### src/rtl/qos_pkg.sv
// qos_pkg: shared constants and types for the QoS egress path
package qos_pkg;
  localparam int DATA_W = 12;
  localparam int CNT_W = 5;
  localparam int NUM_Q = 4;
  localparam int OBUF_DEPTH = 2;
  typedef enum logic [1:0] {IDLE, ACTIVE, DRAIN} egress_state_t;
  typedef logic [1:0] class_t;
endpackage

### src/rtl/rr_arbiter4.sv
// rr_arbiter4: grants the first request at or after ptr, searching upward and wrapping 3->0
module rr_arbiter4 (
  input  logic [3:0] request,
  input  logic [1:0] ptr,
  output logic [3:0] grant,
  output logic [1:0] grant_idx
);
  logic [3:0] rot;
  logic [1:0] off;
  assign rot = ptr == 2'd0 ? request :
               ptr == 2'd1 ? {request[0], request[3:1]} :
               ptr == 2'd2 ? {request[1:0], request[3:2]} :
                             {request[2:0], request[3]};
  assign off = rot[0] ? 2'd0 : rot[1] ? 2'd1 : rot[2] ? 2'd2 : 2'd3;
  assign grant_idx = ptr + off;
  assign grant = |request ? 4'b0001 << grant_idx : 4'b0000;
endmodule

### src/rtl/qos_egress_reader.sv
// qos_egress_reader: round-robin reader of four BP FIFOs into a 2-entry tagged output buffer with per-class counters
module qos_egress_reader
  import qos_pkg::*;
(
  input  logic              clk,
  input  logic              reset,
  input  logic              enable,
  input  logic              fifo_empty0,
  input  logic              fifo_empty1,
  input  logic              fifo_empty2,
  input  logic              fifo_empty3,
  input  logic [DATA_W-1:0] fifo_dataout0,
  input  logic [DATA_W-1:0] fifo_dataout1,
  input  logic [DATA_W-1:0] fifo_dataout2,
  input  logic [DATA_W-1:0] fifo_dataout3,
  output logic              popBP0,
  output logic              popBP1,
  output logic              popBP2,
  output logic              popBP3,
  output logic [DATA_W-1:0] out_data,
  output class_t            out_class,
  output logic              out_valid,
  input  logic              out_ready,
  output logic              idle_out,
  input  logic              req,
  input  logic [2:0]        idx,
  output logic              valid,
  output logic [CNT_W-1:0]  data
);
  egress_state_t state, state_nx;
  logic [3:0] nonempty, gnt;
  class_t rr_ptr, gnt_idx, infl_cls;
  logic [1:0] occ;
  logic infl, pop, rd, rd_ptr, wr_ptr;
  logic [DATA_W-1:0] din;
  logic [DATA_W-1:0] buf_data [OBUF_DEPTH];
  class_t buf_cls [OBUF_DEPTH];
  logic [CNT_W-1:0] cnt [NUM_Q];

  assign nonempty = ~{fifo_empty3, fifo_empty2, fifo_empty1, fifo_empty0};

  rr_arbiter4 u_arb (
    .request  (nonempty),
    .ptr      (rr_ptr),
    .grant    (gnt),
    .grant_idx(gnt_idx)
  );

  assign pop = !reset && state == ACTIVE && enable && |nonempty &&
               (infl ? occ == 2'd0 : occ != 2'(OBUF_DEPTH));
  assign {popBP3, popBP2, popBP1, popBP0} = pop ? gnt : 4'b0000;
  assign din = infl_cls == 2'd0 ? fifo_dataout0 :
               infl_cls == 2'd1 ? fifo_dataout1 :
               infl_cls == 2'd2 ? fifo_dataout2 : fifo_dataout3;
  assign out_valid = occ != 2'd0;
  assign rd = out_valid && out_ready;
  assign out_data = buf_data[rd_ptr];
  assign out_class = buf_cls[rd_ptr];
  assign idle_out = state == IDLE;

  always_comb begin
    state_nx = state == IDLE   ? (enable && |nonempty ? ACTIVE : IDLE) :
               state == ACTIVE ? (!enable ? DRAIN : (!(|nonempty) && !infl && occ == 2'd0) ? IDLE : ACTIVE) :
                                 (enable && occ != 2'd0) ? ACTIVE : (!infl && occ == 2'd0) ? IDLE : DRAIN;
  end

  always_ff @(posedge clk) begin
    if (reset) begin
      state <= IDLE;
      rr_ptr <= '0;
      infl <= 1'b0;
      infl_cls <= '0;
      occ <= '0;
      rd_ptr <= 1'b0;
      wr_ptr <= 1'b0;
      valid <= 1'b0;
      data <= '0;
      for (int i = 0; i < OBUF_DEPTH; i++) begin
        buf_data[i] <= '0;
        buf_cls[i] <= '0;
      end
      for (int i = 0; i < NUM_Q; i++) cnt[i] <= '0;
    end else begin
      state <= state_nx;
      infl <= pop;
      if (pop) begin
        rr_ptr <= gnt_idx + 2'd1;
        infl_cls <= gnt_idx;
      end
      if (infl) begin
        buf_data[wr_ptr] <= din;
        buf_cls[wr_ptr] <= infl_cls;
        wr_ptr <= ~wr_ptr;
        cnt[infl_cls] <= cnt[infl_cls] + 1'b1;
      end
      if (rd) rd_ptr <= ~rd_ptr;
      occ <= occ + {1'b0, infl} - {1'b0, rd};
      valid <= req;
      data <= (req && !idx[2]) ? cnt[idx[1:0]] : '0;
    end
  end
endmodule

### config.mk
export PLATFORM = sky130hd
export DESIGN_NAME = qos_egress_reader
export DESIGN_NICKNAME = d
export VERILOG_FILES = /design/src/rtl/qos_pkg.sv /design/src/rtl/rr_arbiter4.sv /design/src/rtl/qos_egress_reader.sv
export SDC_FILE = /design/constraint.sdc
export NUM_CORES = 1
export LEC_CHECK = 0
export BUFFER_PORTS_ARGS = -buffer_cell sky130_fd_sc_hd__buf_2
export CAP_MARGIN = 10
export CORE_AREA = 4 4 81 102
export CTS_CLUSTER_SIZE = 20
export DETAILED_ROUTE_END_ITERATION = 16
export DIE_AREA = 0 0 85 106
export PLACE_DENSITY_LB_ADDON = 0.2
export SYNTH_ARGS = -nofsm -noshare
export SYNTH_HDL_FRONTEND = slang
export SYNTH_SLANG_ARGS = --single-unit
### constraint.sdc
create_clock -name clk -period 2 [get_ports clk]
set_input_delay 0.3 -clock clk [delete_from_list [all_inputs] [get_ports clk]]
set_output_delay 0.3 -clock clk [all_outputs]
set_load 0.05 [all_outputs]
Yosys cells after proc, flatten, opt, wreduce, memory -nomap -nowiden

Memories as Yosys holds them, arrays and structs flattened. A register that Yosys moved wholly into a read port is not among the register bits.
Index checks and enable logic that the tools add are counted.

Bitwise operators: 4
Reduce and logical (&&, ||, !) cells: 25
Eq/ne operators: 6
$add $sub $neg: 5
Mux-type cells: 39
Shift-type cells: 1

Operators by type and width:

| operator                                                          | count |
|---|---|
| 12-bit two-way mux                                                | 4 |
| 2-bit two-way mux                                                 | 11 |
| 1-bit two-way mux                                                 | 18 |
| 12-bit OR reduction                                               | 1 |
| 1-bit logical AND                                                 | 11 |
| 3-bit two-way mux                                                 | 3 |
| 2-bit zero test                                                   | 4 |
| 4-bit two-way mux                                                 | 2 |
| 2-bit by 1-bit == test with 1-bit output, second input constant   | 3 |
| 5-bit by 1-bit adder with 5-bit output, second input constant     | 1 |
| 5-bit two-way mux                                                 | 1 |
| 5-bit OR reduction                                                | 1 |
| 2-bit == test, second input constant                              | 2 |
| 1-bit zero test                                                   | 4 |
| 4-bit inverter                                                    | 1 |
| 2-bit OR reduction                                                | 2 |
| 4-bit OR reduction                                                | 1 |
| 1-bit by 2-bit << shifter with 4-bit output, first input constant | 1 |
| 1-bit inverter                                                    | 3 |
| 2-bit by 1-bit adder with 2-bit output                            | 1 |
| 2-bit by 1-bit adder with 2-bit output, second input constant     | 1 |
| 2-bit adder                                                       | 1 |
| 2-bit inequality test, second input constant                      | 1 |
| 2-bit nonzero test                                                | 1 |
| 2-bit by 1-bit subtractor with 2-bit output                       | 1 |

Memories: 3
Bits in registers: 12
RAM bits: 48
Bits of input ports: 60
Output and inout bits: 26
Word-level logic and storage cells: 91

Memory list:

| name     | words | bits a word | read ports | clocked after memory_dff | wr ports | line                    | source |
|---|---|---|---|---|---|---|---|
| buf_data | 2     | 12          | 1          | 1                        | 2        | qos_egress_reader.sv:36 | `logic [DATA_W-1:0] buf_data [OBUF_DEPTH];` |
| cnt      | 4     | 5           | 2          | 2                        | 4        | qos_egress_reader.sv:38 | `logic [CNT_W-1:0] cnt [NUM_Q];` |
| buf_cls  | 2     | 2           | 1          | 1                        | 2        | qos_egress_reader.sv:37 | `class_t buf_cls [OBUF_DEPTH];` |

Longest topological paths before layout

Word-level depth: 11
Mapped depth: 10
Depth with buffers taken out: 10

Hierarchy

Synthesis repeated with hierarchy kept, for this count alone.

Cells, all modules: 271
Area, all modules: 3,540.9 µm²

Modules (own cells, without submodules):

| module            | cells an instance | area an instance (µm²) | seq. area each (µm²) | instances |
|---|---|---|---|---|
| qos_egress_reader | 244               | 3,315.7                | 1,841.8              | 1 |
| rr_arbiter4       | 27                | 225.2                  | 0.0                  | 1 |

Worst setup path before layout

OpenSTA, ideal clock, no wires.

Path type: register to output
Start point: reg rr_ptr[0]
End point: out popBP2
Arrival time: 2.608 ns
Required time: 1.700 ns
Buffers on the path: 0
Stages on the path, launching flop included: 9
Slack: -0.908 ns
Path through: dfxtp_1 nand2_1 o21ai_0 nand2_1 o211ai_1 ha_1 xor2_2 xor2_1 nor3b_1

Cells in the longest elaborated chain, start to end: 11
Elaborated cells between the ends (all ways): 13
Those cells by class: 1 x add/sub; 2 x eq/ne; 1 x shift; 8 x mux; 1 x reduce/logical

RTL lines:

| what                                            | line                    | source |
|---|---|---|
| start: declaration                              | qos_egress_reader.sv:32 | `class_t rr_ptr, gnt_idx, infl_cls;` |
| start signal: assignment                        | qos_egress_reader.sv:87 | `rr_ptr <= gnt_idx + 2'd1;` |
| 2-bit == test                                   | rr_arbiter4.sv:12       | `ptr == 2'd2 ? {request[1:0], request[3:2]} :` |
| 3-bit two-way mux                               | rr_arbiter4.sv:12       |  |
| 3-bit two-way mux                               | rr_arbiter4.sv:11       | `ptr == 2'd1 ? {request[0], request[3:1]} :` |
| 3-bit two-way mux                               | rr_arbiter4.sv:10       | `assign rot = ptr == 2'd0 ? request :` |
| 1-bit two-way mux                               | rr_arbiter4.sv:14       | `assign off = rot[0] ? 2'd0 : rot[1] ? 2'd1 : rot[2] ? 2'd2 : 2'd3;` |
| 2-bit two-way mux (2 in a row)                  | rr_arbiter4.sv:14       |  |
| 2-bit adder (*)                                 | rr_arbiter4.sv:15       | `assign grant_idx = ptr + off;` |
| 1-bit by 2-bit << shifter with 4-bit output (*) | rr_arbiter4.sv:16       | `assign grant = \|request ? 4'b0001 << grant_idx : 4'b0000;` |
| 4-bit two-way mux (*)                           | rr_arbiter4.sv:16       |  |
| 4-bit two-way mux (*)                           | qos_egress_reader.sv:51 | `assign {popBP3, popBP2, popBP1, popBP0} = pop ? gnt : 4'b0000;` |
| end: declaration                                | qos_egress_reader.sv:18 | `output logic popBP2,` |

Mark *: on every way between the ends. The rest lies on a longest branch, timed or not.

Final worst setup path

Start point: reg rr_ptr[1]
End point: out popBP2

The elaborated chain is that of the path after synthesis.

==> impl_metrics.yaml <==
cells_and_area:
  final_net_count: 436
  regArea_um2: 1849
  area_delta_synth_final_pct: 29.16
  multi_input_area_um2: 1584
  antennaDiodeCount: 0
  fill_cells: 607
  drive_gt1_share_pct: 48.40
  fin_cells: 468
timing:
  finalCritPeriodShare_pct: 128.4
  drv_slew: 0
  fmax_mhz: 389.4
  slew_headroom_pct: 42.66
  hold_viol: 0
  worst_pin_slew_ns: 0.8589
  fin_tns_setup_ns: -2.877
  rsz0062_at_grt: "yes"
  finalCriticalPeriod_ns: 2.568
  final-setup-viol-count: 7
  postLayoutSetupSlackWorst_ns: -0.5679
  skew_ns: 0.008840
setup_path:
  critPathMaxFanout: 4
  crit_path_start_kind: "flip-flop"
  reg2regPathDepth: 12
  cp-end-kind: "output pin"
  reg2reg_slack_ns: -0.29
  reg2reg_from: "rr_ptr[1]"
  timing.rr.end: "rr_ptr[1]"
  worst_ep_required_time_ns: 1.70
  critPathKind: "reg -> out"
  cp.arrival_ns: 2.27
worst_hold_path:
  hold_class: "in -> reg"
  hold_path_depth: 3
  min_to: "state[0]"
  hold_path_startpoint: "reset"
detailed_routing:
  vias_per_cell: 5.318
  first_pass_iters: 4
  drt-total-wl_mm: 7.697
  wire_per_inst_um: 16.45
  drtAntennaViolNets: 0
  drt_iter0_markers: 80
  vias: 2489
  drc: 0
run:
  max-cap-violations: 0
die:
  fp.dieW_um: 85
  start_util_pct: 47.05
  io_pins: 86
  dieArea_um2: 9010
  die_h_um: 106
  row_count: 35
  core_um2: 7313
synth:
  ys_types: 37
  synthAdderAreaFrac_pct: 1.818
  syn_area_per_cell_um2: 13.13
  syn_nets: 327
  ys_ff_latch: 68
  synthMuxAreaShare_pct: 20.51
  synth-xor-area-share_pct: 3.309
  yosys.area_share.simple_pct: 14.87
  synth_compound_area_share_pct: 3.345
  ys.warnings.count: 0
  synthCells: 262
  synth_top_family_by_area: "multiplexers"
  syn_area_um2: 3441
  ys_seq_area_share_pct: 53.53
cts:
  cts-root-buf: "clkbuf_8"
  cts_buffers: 9
  cts_buffer_depth: 2
  cts_hold_buf: 0
  htree_levels: 3
  cts_sinks: 68
  insertion_delay_ns: 0.34
  path_clk_slew_ns: 0.07
  cts_tree: "done"
placed_design:
  gp_congestion: 0.7878
  dpl.hpwl_mm: 5.634
  dp.cells: 446
  port-buffer-count: 85
grt:
  antenna_found_initial: 0
  grt.overflow.total: 0
  grt_pass1_vias: 2670
  grt_first_pass_wirelength_mm: 12.38
  grt_util_all_layers_pct: 17.98
  grt_max_degree: 21
status:
  violations: "negative setup slack"
  status: "finished with violations"
pwr:
  powerDensity_nw_per_um2: 845.4
  ir_worst_vdd_v: 0.0004578
  p_leak_nw: 1.891
-- cell usage in the layout (no fill, tap or decap), types with 3 or more instances in the layout --
master,netlist,layout
buf_2,3,81
edfxtp_1,48,48
nor2_1,33,30
buf_4,0,27
mux4_2,23,23
dfxtp_1,20,18
nand2_1,14,14
mux2_2,14,14
and3_1,14,14
and2_1,14,14
nor2b_1,10,10
clkbuf_8,0,9
inv_1,7,7
xnor2_1,5,5
nand2b_1,4,4
buf_6,0,4
mux2i_1,3,3
o21bai_1,3,3
o21ai_0,5,3
ha_1,5,3
clkinv_4,0,3
-- per-stage QoR --
stage | cell area (µm²) | hold WS (ns) | setup WS (ns) | util [%] | total power, mW
2_1_floorplan | 3502 | 0.4687 | -0.1748 | - | 2.384
3_3_place_gp | 4148 | 0.4995 | -0.2536 | 56.72 | 2.637
3_5_place_dp | 4148 | 0.5083 | -0.3151 | 56.72 | 2.649
4_1_cts | 4392 | 0.2200 | -0.4816 | 60.05 | 3.774
5_1_grt | 4444 | 0.2246 | -0.6614 | 60.77 | 3.935
6_report | 4444 | 0.2321 | -0.5679 | 60.77 | 3.757
-- worst max path at each step --
stage             end  cells after the start        start
2_1_floorplan  popBP2                      7    rr_ptr[1]
3_3_place_gp   popBP2                     11  fifo_empty3
3_5_place_dp   popBP2                     11  fifo_empty3
4_1_cts        popBP2                     10    rr_ptr[0]
5_1_grt        popBP2                      9    rr_ptr[1]
6_report       popBP2                      9    rr_ptr[1]
-- cell usage after synthesis --
cell | number | area (µm²)
a21o_1 | 1 | 7.510
a21oi_1 | 1 | 5.000
a311oi_2 | 1 | 15.01
a31o_2 | 1 | 8.760
a31oi_1 | 1 | 6.260
and2_1 | 14 | 87.58
and3_1 | 14 | 87.58
and4_1 | 1 | 8.760
buf_2 | 3 | 15.01
clkbuf_1 | 12 | 45.04
dfxtp_1 | 20 | 400.4
edfxtp_1 | 48 | 1441
ha_1 | 5 | 62.56
inv_1 | 7 | 26.28
inv_2 | 1 | 3.750
mux2_2 | 14 | 157.7
mux2i_1 | 3 | 30.03
mux4_2 | 23 | 518.0
nand2_1 | 14 | 52.55
nand2b_1 | 4 | 25.02
nand2b_2 | 1 | 8.760
nand3_1 | 2 | 10.01
nand4_1 | 1 | 6.260
nor2_1 | 33 | 123.9
nor2b_1 | 10 | 62.56
nor3_1 | 1 | 5.000
nor3b_1 | 2 | 15.01
o211ai_1 | 2 | 15.01
o21ai_0 | 5 | 25.02
o21bai_1 | 3 | 22.52
o311a_1 | 1 | 10.01
or2_2 | 2 | 12.51
or3_1 | 1 | 6.260
xnor2_1 | 5 | 43.79
xnor2_4 | 1 | 27.53
xor2_1 | 3 | 26.28
xor2_2 | 1 | 16.27
-- where the power goes --
| part | leakage, nW | internal [mW] | switching (mW) |
|---|---|---|---|
| Clock | 0.0979 | 0.576 | 0.527 |
| Combinational | 1.13 | 0.402 | 0.609 |
| Sequential | 0.660 | 1.59 | 0.0532 |
-- cells by family after synthesis --
group | count (synthesis)
buffers and inverters | 23
adders and majority gates | 5
and+or+nand+nor | 100
xor gates and xnor gates | 10
AOI/OAI and AO/OA | 16
DFF | 68
muxes | 40
-- flip-flops by register name, indices dropped and copies added, names as in the netlist, named ones only --
register and cells:
buf_data 24, cnt 20, data 5, buf_cls 4, infl_cls 2, occ 2
rr_ptr 2, state 2, infl 1, rd_ptr 1, valid 1, wr_ptr 1
-- per-layer routing --
layer	vias to the layer above	track usage (%)	wire, µm
met2	74	31.89	4028
met5	-	0	0
met3	18	3.333	418
met1	1222	19.78	3023
li1	1175	-	-
met4	0	10.41	227
-- critical path, cell delays in order, from the launching register on --
cell,delay (ns)
dfxtp_4,0.36
nor2_1,0.05
o211ai_1,0.20
o211ai_1,0.16
ha_2,0.25
xor2_4,0.18
buf_4,0.15
xor2_4,0.19
nor3b_4,0.19
buf_6,0.18
-- cell type report --
class | count | share of cell area, %
multi-input combinational | 171 | 35.64
tap | 92 | 2.590
timing repair buffer | 113 | 15.15
clock buffer | 10 | 2.872
inverter | 8 | 0.6757
clock inverter | 6 | 1.464
sequential | 68 | 41.61
-- timing repair --
item                       CTS  global route
gates cloned                 0             0
buffers inserted             2             4
setup endpoints to repair    5             7
gates resized for setup     10             3
pin swaps                    6             6
Power figures use the tool's default switching activity.
